## config.mk

```make
export PLATFORM = sky130hd
export DESIGN_NAME = s_mem_check_fsm
export DESIGN_NICKNAME = d
export VERILOG_FILES = /design/src/rtl/s_mem_check_fsm.sv
export SDC_FILE = /design/constraint.sdc
export NUM_CORES = 1
export LEC_CHECK = 0
export ABC_CLOCK_PERIOD_IN_PS = 3950
export CAP_MARGIN = 20
export CORE_UTILIZATION = 60
export DETAILED_ROUTE_END_ITERATION = 10
export GPL_ROUTABILITY_DRIVEN = 0
export HOLD_SLACK_MARGIN = 0.05
export PLACE_DENSITY = 0.87
export SLEW_MARGIN = 0
export SYNTH_ARGS = -nofsm -noshare
export SYNTH_HDL_FRONTEND = slang
export SYNTH_SLANG_ARGS = --single-unit
export TNS_END_PERCENT = 1
```

## constraint.sdc

```tcl
create_clock -name clk -period 3.95 [get_ports clk]
set_input_delay 0.9875 -clock clk [delete_from_list [all_inputs] [get_ports clk]]
set_output_delay 0.9875 -clock clk [all_outputs]
set_load 0.005 [all_outputs]
```

## src/rtl/s_mem_check_fsm.sv

```systemverilog
// Reads back all 256 S-memory entries and checks them as an identity map or as a
// duplicate-free permutation, reporting a verdict plus first-error diagnostics.
`timescale 1ns/1ps
module s_mem_check_fsm (
  input  logic       clk,
  input  logic       reset_n,
  input  logic       start_chk,
  input  logic       mode,
  input  logic [7:0] q,
  output logic [7:0] address,
  output logic       wren,
  output logic       busy,
  output logic       finish,
  output logic       pass,
  output logic [7:0] err_addr,
  output logic [8:0] err_count
);

  typedef enum logic [2:0] {StIdle, StIssue, StWait, StCheck, StDone} state_e;

  state_e       state_q, state_d;
  logic         mode_q, mode_d;
  logic [7:0]   idx_q, idx_d;
  logic [255:0] seen_q, seen_d;
  logic [8:0]   err_count_q, err_count_d;
  logic [7:0]   err_addr_q, err_addr_d;
  logic         pass_q, pass_d;
  logic [7:0]   address_q, address_d;
  logic         entry_err;

  // Permutation mode flags a value already seen earlier in this run
  assign entry_err = mode_q ? seen_q[q] : (q != idx_q);

  always_comb begin
    state_d     = state_q;
    mode_d      = mode_q;
    idx_d       = idx_q;
    seen_d      = seen_q;
    err_count_d = err_count_q;
    err_addr_d  = err_addr_q;
    pass_d      = pass_q;
    address_d   = address_q;
    unique case (state_q)
      StIdle: begin
        if (start_chk) begin
          mode_d      = mode;
          idx_d       = 8'd0;
          seen_d      = '0;
          err_count_d = 9'd0;
          err_addr_d  = 8'd0;
          pass_d      = 1'b0;
          state_d     = StIssue;
        end
      end
      StIssue: begin
        address_d = idx_q;
        state_d   = StWait;
      end
      StWait: state_d = StCheck;
      StCheck: begin
        if (mode_q) seen_d[q] = 1'b1;
        if (entry_err) begin
          err_count_d = err_count_q + 9'd1;
          if (err_count_q == 9'd0) err_addr_d = idx_q;
        end
        if (idx_q == 8'hff) begin
          // Verdict is registered here so it is already valid during DONE
          pass_d  = (err_count_d == 9'd0);
          state_d = StDone;
        end else begin
          idx_d   = idx_q + 8'd1;
          state_d = StIssue;
        end
      end
      StDone:  state_d = StIdle;
      default: state_d = StIdle;
    endcase
  end

  always_ff @(posedge clk) begin
    if (!reset_n) begin
      state_q     <= StIdle;
      mode_q      <= 1'b0;
      idx_q       <= 8'd0;
      seen_q      <= '0;
      err_count_q <= 9'd0;
      err_addr_q  <= 8'd0;
      pass_q      <= 1'b0;
      address_q   <= 8'd0;
    end else begin
      state_q     <= state_d;
      mode_q      <= mode_d;
      idx_q       <= idx_d;
      seen_q      <= seen_d;
      err_count_q <= err_count_d;
      err_addr_q  <= err_addr_d;
      pass_q      <= pass_d;
      address_q   <= address_d;
    end
  end

  assign address   = address_q;
  assign wren      = 1'b0;
  assign busy      = (state_q != StIdle);
  assign finish    = (state_q == StDone);
  assign pass      = pass_q;
  assign err_addr  = err_addr_q;
  assign err_count = err_count_q;

endmodule
```

---- After elaboration in Yosys (flattened, before gate mapping) ----
Cells that the tools add are included.
word-level totals
  bits in registers ....................... 294
  bits in latches ......................... 0
  memory bits (writable) .................. 0
  bits in read-only memories .............. 0
  input bits .............................. 12
  output and inout port bits .............. 29
  word-level logic and storage cells ...... 61
  memories kept ........................... 0
cells by class
  $add $sub $neg .......................... 2
  $mul .................................... 0
  divide/modulo/power cells ............... 0
  $lt $le $gt $ge ......................... 2
  equal/unequal tests ..................... 12
  shifts and indexed selects .............. 0
  mux-type cells .......................... 24
  bitwise gates (word level) .............. 1
  reduce and logical (&&, ||, !) cells .... 12
operators with widths
  kind                   count
  $mux W256              2
  $pmux W256 S2          1
  $or A256 B256 Y256     1
  $mux W8                4
  $pmux W8 S2            2
  $mux W9                3
  $logic_not A9 Y1       2
  $pmux W9 S2            1
  $ne A2 B2 Y1 const B   6
  $pmux W3 S4            1
  $add A9 B1 Y9 const B  1
  $lt A8 B9 Y1 const B   1
  $reduce_and A3 Y1      3
  $add A8 B1 Y8 const B  1
  $bmux W1 S8            1
  $demux W1 S8           1
  $eq A8 B8 Y1 const B   1
  $ge A8 B1 Y1 const B   1
  $ne A8 B8 Y1           1
  $eq A3 B2 Y1 const B   2
  $mux W3                2
  $mux W1                5
  $reduce_and A2 Y1      2
  $reduce_and A4 Y1      1
  other kinds (7)        7

---- Depth between registers and ports, before layout ----
Gate-level depths: netlist (run 1).
  depth after elaboration ................. 8
  gate-level depth with buffers ........... 14
  mapped depth without buffers ............ 9

---- Least setup slack after synthesis (run 1) ----
No wires, ideal clock.
  kind .................................... input port to flip-flop
  from .................................... in q[0]
  to ...................................... reg err_addr_q[5] (netlist: err_addr[5])
  library setup time ...................... 0.065 ns
  arrival time ............................ 3.385 ns
  data required time ...................... 3.885 ns
  path slack .............................. 0.500 ns
  stages on the path ...................... 12
  buffers on the path ..................... 3
  path through ............................ buf_6 -> buf_12 -> buf_12 -> mux4_2 -> a22oi_2 -> nand2_1 -> a2111oi_2 -> o211ai_1 -> o2bb2ai_4 -> nand4_4 -> mux2_2 -> nor2_1
on the way
  longest elaborated chain between the ends .. 5
  elaborated cells between the ends (all ways) .. 6
  those cells by class .................... 2 x eq/ne; 3 x mux; 1 x reduce/logical
RTL lines
  what                           RTL line  source
  from (decl)                    9         input logic [7:0] q,
  $bmux W1 S8                    32        assign entry_err = mode_q ? seen_q[q] : (q != idx_q);
  $mux W1 (not written as such)  32
  $mux W1 *                      32
  $ne A2 B2 Y1 (no line) *       -
  $reduce_and A4 Y1 (no line) *  -
  to (signal assigned)           96        err_addr_q <= err_addr_d;
  to (decl)                      26        logic [7:0] err_addr_q, err_addr_d;
Mark *: on every way between the ends. The rest lies on a longest branch, timed or not. The select of a mux whose other input is x is not followed.
A chain may end at the register's enable or synchronous reset.

---- Worst setup path in the final report (run 1) ----
  from .................................... in q[1]
  to ...................................... reg err_count_q[0] (netlist: err_count[0])
on the way
  longest elaborated chain between the ends .. 6
  elaborated cells between the ends (all ways) .. 7
  those cells by class .................... 1 x eq/ne; 6 x mux
RTL lines
  what                           RTL line  source
  $bmux W1 S8                    32
  $mux W1 (not written as such)  32
  $mux W1 *                      32
  $mux W9 *                      62        if (entry_err) begin
  $mux W9 *                      43        unique case (state_q)
  $pmux W9 S2 *                  43
  to (signal assigned)           95        err_count_q <= err_count_d;
  to (decl)                      25        logic [8:0] err_count_q, err_count_d;
Marked as above.

==> flow_summary.toml, run 1 <==
[logic_synthesis]
synthTopCellsByCount = "nor2_1 (317), dfxtp_1 (294), a21oi_1 (273)"
synth_edf_count = 0
yosysWarnings = 0
syn_area_mm2 = 0.0122
syn_area_per_cell_um2 = 9.02
ys_ff_latch = 294
ys_seq_area_frac = 0.481
postSynth.asyncResetShare = 0
synth_top_area_cell = "dfxtp_1"
ys_types = 60
synth_top_area_frac = 0.481
synthCells = 1357
yosysMostFrequentCell = "nor2_1"
ys_top_cells_by_area = "dfxtp_1 (48%), a21oi_1 (11%), nor2_1 (9.7%)"
syn_nets = 1372
synth_ff_type = "dfxtp_1"

[critical_path]
worstPathRequired_ps = 4400
crit_start = "q[1]"
end_kind = "flop"
start_kind = "primary input"
reg2regPathDepth = 10
r2r_start = "seen_q[69]$_SDFFE_PN0P_"
critPathMaxFanout = 11
critPathKind = "primary input to flop"
crit_arrival_ps = 3950

[cts]
clkTransAtPathRegs_ps = 60
ctsResizeCount = 0
insertion_delay_ps = 550
root_buffer = "clkbuf_16"
htreeDepth = 1
numCtsBuffers = 29
clock_path_buffers = 3
postCtsSetupRepairBufs = 0
cts_tree = "done"
clkSinkCount = 294
postCtsHoldBufs = 0

[worst_hold_path]
hold_path_depth = 2
hold_path_class = "flop to flop"
hold_start = "seen_q[195]$_SDFFE_PN0P_"

[final_layout]
area_growth_pct = 14.9
final_nets = 1415
layout.cells.non_filler = 1681
seq_area_mm2 = 0.00589
n_antenna_cell = 0
multiInputGateArea_mm2 = 0.00580
design_area_mm2 = 0.0141
drive_gt1_frac = 0.109
fin_util = 0.714
fill_cells = 1405

[flow_run]
drv_cap = 0

[timing]
finalSetupTns_ps = 0
rsz0062_at_grt = "false"
hold_viol = 0
clock_skew_ps = 12.6
worst_pin_slew_ps = 1100
slew_violations = 0
finalCriticalPeriod_ps = 3500
max_freq_mhz = 286
fin_crit_sh = 0.886
max_slew_margin = 0.264
setup_viol = 0
hold_slack_ps = 459

[placement]
place_area_mm2 = 0.0132
io_buffers = 39
post-dp-hpwl_mm = 20.4
dp.cells = 1633

[power_and_ir_drop]
p_seq_frac = 0.495
intPower_mw = 4.61
peakVddDrop_v = 0.000407
p_leak_nw = 5.35
p_comb_frac = 0.078
p_sw_frac = 0.235
power_frac_clock = 0.427
p_sw_mw = 1.42
power_density_mw_per_mm2 = 428

[run_status]
status = "complete, no violations"

[drt]
wl_per_cell_um = 19.2
ant_nets = 0
wirelength_mm = 32.2
drc = 0
drt-pass1-iter-count = 5
drtIter0Drc = 1135
route.vias.total = 10500
vias_per_cell = 6.25

[global_route]
first_global_vias = 9891
antenna_found_initial = 0
overflow = 0
grt_max_degree = 112
grtUsageTotal = 0.309
grt_pass1_wl_mm = 50.8

[floorplan]
fp.coreArea_mm2 = 0.0197
core.rowCount = 51
pin_count = 41
initial_utilization = 0.621
die_h_um = 145
die_area_mm2 = 0.0210
dieWidth_um = 145
==> state kept, by name, indices dropped and copies added, names as in the netlist <==
register   count
seen_q       256
err_count      9
address        8
idx_q          8
err_addr       8
pass           1
mode_q         1
state_q        3
==> per-stage QoR <==
stage / power (mW) / worst slack [ps]
6_report: 6.03 / 450
5_1_grt: 6.20 / 309
4_1_cts: 6.04 / 467
3_5_place_dp: 3.51 / -50.7
3_3_place_gp: 3.50 / -9.73
2_1_floorplan: 3.36 / 500
==> final cells by class <==
cell class	count	area share
Sequential cell	294	0.418
Timing Repair Buffer	124	0.0823
Multi-Input combinational cell	941	0.412
Tap cell	265	0.0236
Clock buffer	43	0.0581
Inverter	10	0.00267
Clock inverter	4	0.00320
==> critical path: stages <==
cell             delay [ps]
clkdlybuf4s50_1         470
buf_4                   160
buf_12                  160
buf_4                   160
nor2_1                   70
a22oi_1                 230
a31oi_1                 150
or4b_1                  580
o211ai_1                180
o2bb2ai_4               160
buf_4                   190
o21ai_0                 190
nor2_1                   60
a211oi_1                210
==> cells by family (layout without fill, tap and decap cells) <==
kind of cell    count (synthesis)  count (layout)  synth area share
simple gates                  449             449             0.156
compound gates                351             351             0.162
flops                         294             294             0.481
mux                           122             122             0.138
buf+inv                       122             181            0.0489
xor+xnor                       15              15            0.0107
fa+ha+maj                       3               3           0.00307
other cells                     1               1          0.000306
==> layer usage <==
| layer | routed length [um] | track usage | vias to the layer above |
|---|---|---|---|
| met5 | 0 | 0 | - |
| met2 | 15000 | 0.518 | 560 |
| li1 | - | - | 4806 |
| met1 | 13100 | 0.394 | 5022 |
| met3 | 2760 | 0.0533 | 119 |
| met4 | 1260 | 0.129 | 0 |
==> power by group through the flow <==
stage | clock, mW | combinational, mW | sequential [mW]
floorplan | 0 | 0.316 | 3.04
global placement | 0 | 0.452 | 3.05
detailed placement | 0 | 0.457 | 3.05
CTS | 2.59 | 0.460 | 2.98
global route | 2.72 | 0.498 | 2.98
finish | 2.57 | 0.472 | 2.98
==> path summary, 6_finish.rpt <==
path                                                  end  slack, ps
worst max register to register  err_count[0]$_SDFFE_PN0P_       1090
worst min-delay path             seen_q[195]$_SDFFE_PN0P_        460
worst min register to register   seen_q[195]$_SDFFE_PN0P_        460
worst max-delay path            err_count[0]$_SDFFE_PN0P_        450
==> layout by cell type, fill, tap and decap left out, types with 2 or more instances in the layout <==
cell type,synthesis,routed
nor2_1,317,317
o22a_1,2,2
clkbuf_8,0,4
nand2b_1,6,6
xnor2_1,4,4
mux4_2,15,15
buf_4,2,75
dfxtp_1,294,294
o21a_1,3,3
a21oi_1,273,273
o21ai_0,5,5
buf_12,4,11
and3_1,5,5
a311oi_1,3,3
xor2_1,11,11
or3_1,5,5
a211oi_1,2,2
nor3_1,16,12
a22oi_1,32,32
o211ai_1,4,4
clkbuf_16,0,29
and2_1,11,11
a2bb2oi_1,2,2
ha_1,3,3
nand4_1,6,6
clkbuf_1,80,10
mux2i_1,89,89
nand2_1,40,39
nor3b_1,3,3
nor3_2,0,4
inv_1,10,10
clkinv_2,0,3
a31oi_1,13,13
mux4_1,17,17
nor2b_1,9,9
nor4_1,9,8
nand3_1,13,13
clkdlybuf4s50_1,0,37
Note: power is estimated with default switching activity, not from simulation.
==> run 2, diff against run 1 <==
TNS_END_PERCENT = not set   (was 1)
==> results of run 2 <==
No change in the layout: final DEF, timing and power equal those of run 1.
==> run 3, diff against run 2 <==
CORE_MARGIN = 10   (was not set)
GPL_ROUTABILITY_DRIVEN = not set   (was 0)
==> flow_summary.toml, run 3 (synthesis gave the netlist of run 1 again) <==
[drt]
route.vias.total = 10700
drtIter0Drc = 1355
wirelength_mm = 33.5
drt-pass1-iter-count = 6
vias_per_cell = 6.27
wl_per_cell_um = 19.7
ant_nets = 0
drc = 0

[timing]
rsz0062_at_grt = "false"
fin_crit_sh = 0.927
setup_viol = 0
max_freq_mhz = 273
slew_violations = 0
finalSetupTns_ps = 0
hold_viol = 0
max_slew_margin = 0.257
finalCriticalPeriod_ps = 3660
clock_skew_ps = 26.2
worst_pin_slew_ps = 1110

[cts]
postCtsHoldBufs = 0
clock_path_buffers = 3
root_buffer = "clkbuf_16"
insertion_delay_ps = 570
htreeDepth = 1
cts_tree = "done"
clkSinkCount = 294
clkTransAtPathRegs_ps = 60
ctsResizeCount = 0
numCtsBuffers = 30
postCtsSetupRepairBufs = 0

[flow_run]
drv_cap = 0

[floorplan]
dieWidth_um = 163
die_h_um = 163
pin_count = 41
initial_utilization = 0.607
die_area_mm2 = 0.0265
fp.coreArea_mm2 = 0.0202
core.rowCount = 52

[critical_path]
crit_arrival_ps = 4150
critPathKind = "primary input to flop"
cp_cell_sequence = "clkdlybuf4s50_1, buf_12, and2_1, buf_4, a22oi_1, a21oi_1, o41ai_2, o211ai_1, o2bb2ai_4, buf_4, nand2_2, or4_1, a31oi_1"
critPathMaxFanout = 12
critPathBufInv = 4
crit_top_cell = "buf_4"
max_stage_delay_ps = 480
critPathSlowestCell = "or4_1"
start_kind = "primary input"
end_kind = "flop"
critical_path.top_delay_family = "compound AO/OA/AOI/OAI gates"
worstPathRequired_ps = 4430

[final_layout]
fin_util = 0.713
final_nets = 1423
largest_reg_flops = 256
final_common_cell = "nor2_1"
final_cell_mix = "nor2_1 (317), dfxtp_1 (294), a21oi_1 (273), mux2i_1 (89), buf_4 (78)"
regMostFlops = "seen_q"
drive_gt1_frac = 0.124
area_growth_pct = 17.3
n_antenna_cell = 0

[global_route]
overflow = 0
grt_util_met1 = 0.315
grt_pass1_wl_mm = 53.8
grtUsageTotal = 0.246
met3_usage = 0.0367
met2_usage = 0.399
grt_max_degree = 56
grt.busiest_layer = "met2"
antenna_found_initial = 0
first_global_vias = 10400

[worst_hold_path]
hold_path_class = "flop to flop"

[run_status]
status = "complete, no violations"

[power_and_ir_drop]
design_power_total_mw = 6.46
peakVddDrop_v = 0.000471
p_leak_nw = 5.49
power_density_mw_per_mm2 = 449

[placement]
io_buffers = 39
post-dp-hpwl_mm = 21.6
gp_congestion = 0.941
-- run 3: changes by cell type in the layout (fill, tap and decap cells not counted), sizes merged --
cell      previous run  this run
bufinv               1         4
clkinv               3         9
buf                 87        94
clkbuf              43        39
clkinvlp             0         4
-- run 3: metrics by stage --
step / hold slack (ps) / setup slack (ps) / area, um2 / instances
global route: 478 / 119 / 14400 / 1702
finish: 462 / 288 / 14400 / 1702
detailed placement: 449 / -231 / 13300 / 1643
CTS: 464 / 344 / 14300 / 1699
floorplan: 428 / 500 / 12200 / 1357
global placement: 439 / -221 / 13300 / 1643
-- run 3: worst paths after layout --
check | start | to | slack (ps) | depth (start not counted)
max | q[1] | err_count[6]$_SDFFE_PN0P_ | 290 | 13
max reg2reg | state_q[0]$_SDFFE_PN0P_ | seen_q[213]$_SDFFE_PN0P_ | 1060 | 8
min reg2reg | seen_q[195]$_SDFFE_PN0P_ | seen_q[195]$_SDFFE_PN0P_ | 460 | 2
min | seen_q[195]$_SDFFE_PN0P_ | seen_q[195]$_SDFFE_PN0P_ | 460 | 2
-- run 3: worst min-delay path, stage by stage (launching register included) --
cell and delay [ps]:
dfxtp_1 320, a21oi_1 40, nor2_1 70
-- run 3: cell type report --
type / count / area (um2)
clock buffer: 39 / 845
tap: 270 / 338
clock inverter: 17 / 218
fill: 1378 / 5800
multi-input combinational: 941 / 5800
sequential: 294 / 5890
inverter: 10 / 37.5
timing repair buffer: 131 / 1250
-- run 3: where the power goes --
part	switching, mW	total, mW	internal [mW]	leakage, nW
sequential	0.0103	2.98	2.97	2.37
combinational	0.317	0.494	0.177	2.61
clock	1.20	2.98	1.78	0.515
total	1.53	6.46	4.92	5.49
-- run 3: metal layers --
layer / routed length [um] / up-vias / part of all wire
met5: 0 / - / 0
met4: 1540 / 0 / 0.046
met3: 2760 / 131 / 0.082
met2: 15800 / 569 / 0.47
met1: 13500 / 5125 / 0.40
li1: - / 4839 / -
